File: config.mk
export PLATFORM = sky130hd
export DESIGN_NAME = turbo_encoder
export DESIGN_NICKNAME = d
export VERILOG_FILES = /design/src/rtl/turbo_encoder.sv
export SDC_FILE = /design/constraint.sdc
export NUM_CORES = 1
export LEC_CHECK = 0
export ABC_AREA = 0
export CAP_MARGIN = 40
export CORE_UTILIZATION = 35
export DETAILED_ROUTE_END_ITERATION = 6
export HOLD_SLACK_MARGIN = 0.02
export SLEW_MARGIN = 0
export SYNTH_ARGS = -nofsm -noshare
export SYNTH_HDL_FRONTEND = slang
export SYNTH_SLANG_ARGS = --single-unit
File: constraint.sdc
create_clock -name clk_p_i -period 2 [get_ports clk_p_i]
set_input_delay 0.5 -clock clk_p_i [delete_from_list [all_inputs] [get_ports clk_p_i]]
set_output_delay 0.5 -clock clk_p_i [all_outputs]
set_load 0.005 [all_outputs]
File: src/rtl/turbo_encoder.sv
// Rate-1/3 turbo encoder: two 7/5 RSC constituents and a fixed 5-entry
// interleaver. Each stream is trellis-terminated with 2 tail symbols.
//
// Ports:
//   clk_p_i      clock, rising edge
//   reset_n_i    asynchronous active-low reset
//   data_i[4:0]  message, d0 = data_i[4]
//   start_i      request, sampled only in IDLE
//   busy_o       high whenever the encoder is not IDLE
//   data_o[20:0] codeword {sys[6:0], p1[6:0], p2[6:0]}, symbol 0 is the MSB
//   done_o       one-cycle pulse marking data_o valid
//   frame_cnt_o  completed-codeword count (only with TURBO_ENC_FRAME_CNT_EN)
//
// Optional feature macro: TURBO_ENC_FRAME_CNT_EN.
module turbo_encoder (
  input  logic        clk_p_i,
  input  logic        reset_n_i,
  input  logic [4:0]  data_i,
  input  logic        start_i,
  output logic        busy_o,
  output logic [20:0] data_o,
  output logic        done_o
`ifdef TURBO_ENC_FRAME_CNT_EN
  ,
  output logic [7:0]  frame_cnt_o
`endif
);

  localparam int unsigned INPUT_SIZE  = 5;
  localparam int unsigned EXTEND_SIZE = INPUT_SIZE + 2;
  localparam int unsigned CW_W        = 3 * EXTEND_SIZE;
  localparam int unsigned IDX_W       = 3;

  typedef enum logic [1:0] {S_IDLE, S_ENC, S_TAIL, S_DONE} state_e;

  state_e                   state_q, state_d;
  logic [IDX_W-1:0]         idx_q, idx_d;
  logic [INPUT_SIZE-1:0]    msg_q, msg_d;
  logic [1:0]               r1_q, r1_d;   // RSC1 {s1, s2}
  logic [1:0]               r2_q, r2_d;   // RSC2 {s1, s2}
  logic [EXTEND_SIZE-1:0]   sys_q, sys_d;
  logic [EXTEND_SIZE-1:0]   p1_q, p1_d;
  logic [EXTEND_SIZE-1:0]   p2_q, p2_d;
  logic [CW_W-1:0]          data_q, data_d;
  logic                     done_q, done_d;
  logic                     busy_q, busy_d;
`ifdef TURBO_ENC_FRAME_CNT_EN
  logic [7:0]               cnt_q, cnt_d;
`endif

  logic step;
  logic u1, u2, a1, a2, par1, par2;

  // Interleaver: RSC2 sees d_pi(k) at step k.
  function automatic logic [IDX_W-1:0] pi_f(input logic [IDX_W-1:0] k);
    case (k)
      3'd0:    pi_f = 3'd0;
      3'd1:    pi_f = 3'd4;
      3'd2:    pi_f = 3'd2;
      3'd3:    pi_f = 3'd1;
      3'd4:    pi_f = 3'd3;
      default: pi_f = 3'd0;
    endcase
  endfunction

  // Next-state, trellis step and output register inputs.
  always_comb begin
    state_d = state_q;
    idx_d   = idx_q;
    msg_d   = msg_q;
    r1_d    = r1_q;
    r2_d    = r2_q;
    sys_d   = sys_q;
    p1_d    = p1_q;
    p2_d    = p2_q;
    data_d  = data_q;
    step    = 1'b0;
    u1      = 1'b0;
    u2      = 1'b0;

    case (state_q)
      S_IDLE: begin
        if (start_i) begin
          msg_d   = data_i;
          r1_d    = 2'b00;
          r2_d    = 2'b00;
          idx_d   = '0;
          state_d = S_ENC;
        end
      end
      S_ENC: begin
        step = 1'b1;
        u1   = msg_q[3'd4 - idx_q];
        u2   = msg_q[3'd4 - pi_f(idx_q)];
        if (idx_q == IDX_W'(INPUT_SIZE - 1)) begin
          idx_d   = '0;
          state_d = S_TAIL;
        end else begin
          idx_d = idx_q + 3'd1;
        end
      end
      S_TAIL: begin
        // u = s1 ^ s2 drives the feedback sum to zero, flushing the state.
        step = 1'b1;
        u1   = r1_q[1] ^ r1_q[0];
        u2   = r2_q[1] ^ r2_q[0];
        if (idx_q == 3'd1) begin
          idx_d   = '0;
          state_d = S_DONE;
        end else begin
          idx_d = 3'd1;
        end
      end
      S_DONE: begin
        state_d = S_IDLE;
      end
      default: begin
        state_d = S_IDLE;
      end
    endcase

    a1   = u1 ^ r1_q[1] ^ r1_q[0];
    a2   = u2 ^ r2_q[1] ^ r2_q[0];
    par1 = a1 ^ r1_q[0];
    par2 = a2 ^ r2_q[0];

    if (step) begin
      r1_d  = {a1, r1_q[1]};
      r2_d  = {a2, r2_q[1]};
      sys_d = {sys_q[EXTEND_SIZE-2:0], u1};
      p1_d  = {p1_q[EXTEND_SIZE-2:0], par1};
      p2_d  = {p2_q[EXTEND_SIZE-2:0], par2};
    end

    if (state_d == S_DONE) begin
      data_d = {sys_d, p1_d, p2_d};
    end

    done_d = (state_d == S_DONE);
    busy_d = (state_d != S_IDLE);

`ifdef TURBO_ENC_FRAME_CNT_EN
    cnt_d = (state_d == S_DONE) ? cnt_q + 8'd1 : cnt_q;
`endif
  end

  // State and output registers.
  always_ff @(posedge clk_p_i or negedge reset_n_i) begin
    if (!reset_n_i) begin
      state_q <= S_IDLE;
      idx_q   <= '0;
      msg_q   <= '0;
      r1_q    <= '0;
      r2_q    <= '0;
      sys_q   <= '0;
      p1_q    <= '0;
      p2_q    <= '0;
      data_q  <= '0;
      done_q  <= 1'b0;
      busy_q  <= 1'b0;
`ifdef TURBO_ENC_FRAME_CNT_EN
      cnt_q   <= '0;
`endif
    end else begin
      state_q <= state_d;
      idx_q   <= idx_d;
      msg_q   <= msg_d;
      r1_q    <= r1_d;
      r2_q    <= r2_d;
      sys_q   <= sys_d;
      p1_q    <= p1_d;
      p2_q    <= p2_d;
      data_q  <= data_d;
      done_q  <= done_d;
      busy_q  <= busy_d;
`ifdef TURBO_ENC_FRAME_CNT_EN
      cnt_q   <= cnt_d;
`endif
    end
  end

  assign data_o = data_q;
  assign done_o = done_q;
  assign busy_o = busy_q;
`ifdef TURBO_ENC_FRAME_CNT_EN
  assign frame_cnt_o = cnt_q;
`endif

endmodule
-- Word level (Yosys, flattened, before mapping)
Index checks and enable logic that the tools add are counted.
- register bits: 58
- input bits: 8
- output and inout port bits: 23
- logic and storage cells: 66
- add/subtract/negate cells: 3
- order comparisons: 2
- equality and inequality tests: 9
- multiplexer cells: 24
- bitwise logic cells: 8
- reductions and logical operators: 9
- operator list (kind ; number):
    7-bit 2-to-1 mux ; 3
    2-bit 2-to-1 mux ; 7
    3-bit one-hot mux with 4 select lines ; 1
    3-bit 2-to-1 mux ; 3
    3-bit one-hot mux with 3 select lines ; 1
    3-bit by 4-bit less-than comparator with 1-bit output, second input constant ; 2
    2-bit one-hot mux with 4 select lines ; 1
    1-bit XOR ; 8
    1-bit binary-select mux with 3-bit select ; 2
    2-bit equality test, second input constant ; 3
    3-bit by 2-bit equality test with 1-bit output, second input constant ; 2
    2-bit AND reduction ; 3
    2-bit nonzero test ; 3
    3-bit subtractor, first input constant ; 2
    1-bit 2-to-1 mux ; 4
    1-bit one-hot mux with 2 select lines ; 2
    3-bit by 1-bit adder with 3-bit output, second input constant ; 1
    3-bit by 1-bit equality test with 1-bit output, second input constant ; 1
    3-bit equality test, second input constant ; 1
    3-bit nonzero test ; 1
    2-bit by 1-bit equality test with 1-bit output, second input constant ; 1
    2-bit logical NOT ; 1
    2-bit inequality test, second input constant ; 1
    2-bit OR reduction ; 1

-- Depth between registers and ports, before layout
- word-level depth: 11
- depth in mapped cells: 10
- gate-level depth less buffers: 8

-- Worst setup path after synthesis
No wires, ideal clock.
- path kind: flip-flop to flip-flop
- from: register idx_q[0]
- to: register data_q[10], in the netlist data_o[10]
- library setup time: 125 ps
- arrival time: 1997 ps
- data required time: 1875 ps
- slack: -121 ps
- stages on the path, launching flop included: 9
- path buffers: 1
- period minus slack after synthesis: 2121 ps
- path through: dfrtp_1 inv_1 ha_1 nand2_2 a21oi_1 a2bb2oi_2 o32ai_4 buf_4 mux2_2
- cells in the longest elaborated chain, start to end: 4
- elaborated cells between the ends (all ways): 6
- classes of those cells: eq/ne (3); mux (3)
- RTL lines (what ; line ; RTL):
    start: declaration ; 37 ; logic [IDX_W-1:0] idx_q, idx_d;
    start signal: assignment ; 166 ; idx_q <= idx_d;
    3-bit by 1-bit equality test with 1-bit output or 3-bit equality test (tied branches) ; 107, 95 ;
    2-bit 2-to-1 mux (on tied branches) ; 107, 95 ;
    2-bit one-hot mux with 4 select lines (*) ; 81 ; case (state_q)
    2-bit equality test (*) ; 135 ; if (state_d == S_DONE) begin
    end signal: assignment ; 173 ; data_q <= data_d;
    end: declaration ; 44 ; logic [CW_W-1:0] data_q, data_d;
Every way passes the cells marked *; elsewhere a longest branch is shown, timed or not.
A chain may end at the register's enable or synchronous reset.

-- Worst setup path after layout
- from: register idx_q[1]
- to: register data_q[2], in the netlist data_o[2]
The elaborated chain is that of the path after synthesis.

==> flow_summary.yaml <==
sta:
  fmax_mhz: 479
  hold_viol: 0
  finalMaxSlewViolations: 0
  fin_crit_sh: 1.04
  post-route-min-period_ns: 2.09
  worstMarginPinSlew_ns: 0.289
  skew_ns: 0.00991
  timing.final.ws_setup_ns: -0.0865
  rsz0062_at_grt: "true"
  finalSetupViolCount: 22
  slew_headroom: 0.804
  whs_ns: 0.150
synth:
  synthMuxAreaShare: 0.206
  syn_nets: 229
  seq_area_frac_synth: 0.530
  synthAdderAreaFrac: 0.0503
  synth-xor-area-share: 0.00960
  yosysUniqueCellTypes: 48
  synthFlopType: "dfrtp_1"
  synth-edff-count: 0
  yosysTopAreaCellShare: 0.530
  synth_cells: 210
  syn_area_mm2: 0.00274
  avgSynthCellArea_um2: 13.0
  yosysMostFrequentCell: "dfrtp_1"
  synth_area_leaders: "dfrtp_1 53%, mux2_2 17%, ha_1 5.0%"
  synth_top_family_by_area: "multiplexers"
  ys_ff_latch: 58
  synthTopCellsByCount: "58 x dfrtp_1, 42 x mux2_2, 11 x ha_1, 11 x nor2_1, 10 x nand2_1"
  yosysWarnings: 0
  synth.largest_area_cell: "dfrtp_1"
  synth-simple-area-share: 0.0864
  synth_compound_area_frac: 0.0891
  async_reset_ff_frac: 1.00
status:
  outcome: "finished, violations left"
  failed_checks: "negative setup slack"
final_layout:
  fillCellCount: 620
  diodes: 0
  ff_latch_area_mm2: 0.00146
  area_delta_synth_final_pct: 41.5
  drive_gt1_frac: 0.461
  multiInputGateArea_mm2: 0.00141
  fin_nets: 294
  post-route-util: 0.523
  final_cell_count_no_fill: 379
global_route:
  antenna_found_initial: 0
  grt_pass1_vias: 1845
  grt_pass1_wl_um: 8910
  grt_remaining_overflow: 0
  grt_max_degree: 59
  grtUsageTotal: 0.139
setup_path:
  max_stage_delay_ns: 0.46
  r2r-start: "idx_q[1]"
  path_max_fanout: 6
  path_cells: "inv_4, ha_4, buf_6, and2b_2, a2bb2oi_4, o32ai_4, buf_12, clkbuf_16, mux2_2"
  startpoint_type: "flop"
  endpoint_kind: "flop"
  path_buf_inv: 4
  critPathTopFamily: "buffers and inverters"
  cp-startpoint: "idx_q[1]"
  worstPathArrival_ns: 2.31
  critPathKind: "reg2reg"
  crit_path_top_delay_cell: "dfrtp_2"
  worst_ep_required_time_ns: 2.22
power_and_ir_drop:
  p_leak_nw: 1.71
  ir_worst_vdd_v: 0.000950
  p_per_area_mw_per_mm2: 1400
  total_power_mw: 5.41
clock_network:
  clock_sinks: 58
  cts_hold_buf: 0
  htree_levels: 3
  cts-root-buf: "clkbuf_8"
  cts_tree: "yes"
  clock_path_buffers: 2
  cts_made_buffers: 9
  path_clk_slew_ns: 0.07
  worstSkewPairLatency_ns: 0.34
routing:
  route.final.wire_length_um: 5430
  final_antenna_net_count: 0
  drt_iter0_drc: 83
  first_pass_iters: 4
  vias_per_cell: 4.78
  drc: 0
  wire_per_inst_um: 14.3
  vias: 1811
min_path:
  hold_class: "in2async"
place:
  gp_congestion: 0.811
  dpl.hpwl_um: 3430
  portBuffers: 30
  dpl_worst_slack_ns: -0.0773
  placed_cells: 354
job:
  drv_cap: 0
floorplanning:
  num_rows: 31
  initial_utilization: 0.370
  dieWidth_um: 90.4
  coreArea_mm2: 0.00741
  dieArea_mm2: 0.00818
  io_pins: 31
  die_h_um: 90.4
==> layout make-up <==
cell class | count | area share
inverters | 8 | 0.00840
clock inverters | 5 | 0.0200
flip-flops and latches | 58 | 0.376
repair buffers | 62 | 0.164
well taps | 99 | 0.0320
multi-input cells | 136 | 0.363
clock buffers | 11 | 0.0365
==> cells in the final DEF, fill, tap and decap left out, types with 2 or more instances in the layout <==
cell / n
clkbuf_16: 2
mux2_2: 36
nand3_1: 2
mux2_4: 9
inv_1: 4
dfrtp_1: 55
clkbuf_8: 10
ha_4: 6
a22o_1: 3
a21oi_1: 2
nor2b_1: 4
clkinv_2: 2
nor3b_1: 2
o31ai_4: 2
o21ai_0: 3
buf_6: 2
bufinv_16: 2
inv_2: 3
a21oi_2: 3
o2111ai_1: 2
dfrtp_2: 3
nand2_1: 10
a31oi_1: 3
nand2b_1: 2
ha_2: 2
buf_12: 4
clkdlybuf4s50_1: 29
ha_1: 3
nor2_2: 3
buf_4: 23
mux2i_1: 3
nor2_1: 8
==> per-stage QoR <==
stage | TNS (ns) | cell area, um2
4_1_cts | -0.737 | 3650
3_3_place_gp | -0.204 | 3360
3_5_place_dp | -0.899 | 3360
6_report | -1.31 | 3870
2_1_floorplan | 0 | 2800
5_1_grt | -2.71 | 3870
==> kinds of logic after synthesis <==
group,after synthesis
flops,58
mux,49
simple gates,43
compound gates,30
buf+inv,16
fa+ha+maj,11
xor+xnor,3
==> layer usage <==
metal / up-vias / GRT usage / part of all wire
met5: - / 0 / 0
met4: 0 / 0.0511 / 0.014
met3: 7 / 0.0463 / 0.038
met2: 36 / 0.205 / 0.45
met1: 893 / 0.190 / 0.50
li1: 875 / - / -
==> sequential cells by signal, summed over array words and instances, names as in the netlist <==
signal	count
data_o	21
p2_q	7
r1_q	2
done_o	1
msg_q	5
p1_q	7
state_q	2
idx_q	3
busy_o	1
r2_q	2
sys_q	7
==> final timing paths <==
check                              to  slack, ns  cells past startpoint
setup / recovery            data_o[2]      -0.09                      9
hold / removal             data_o[10]       0.15                      2
setup reg to reg            data_o[2]      -0.09                      9
hold reg to reg               p2_q[6]       0.50                      1
max in group asynchronous    idx_q[0]       1.57                      2
min in group clk_p_i          p2_q[6]       0.50                      1
==> report_power, final <==
part | internal [mW] | switching, mW | total [mW]
Combinational | 1.39 | 0.993 | 2.39
Sequential | 1.58 | 0.258 | 1.84
Clock | 0.731 | 0.453 | 1.18
==> repair_timing <==
item,in CTS,in global routing
setup buffers,0,6
pin swaps,1,9
endpoints found under the setup margin,23,23
gates cloned,0,3
gates resized for setup,11,27
Power figures use the tool's default switching activity.
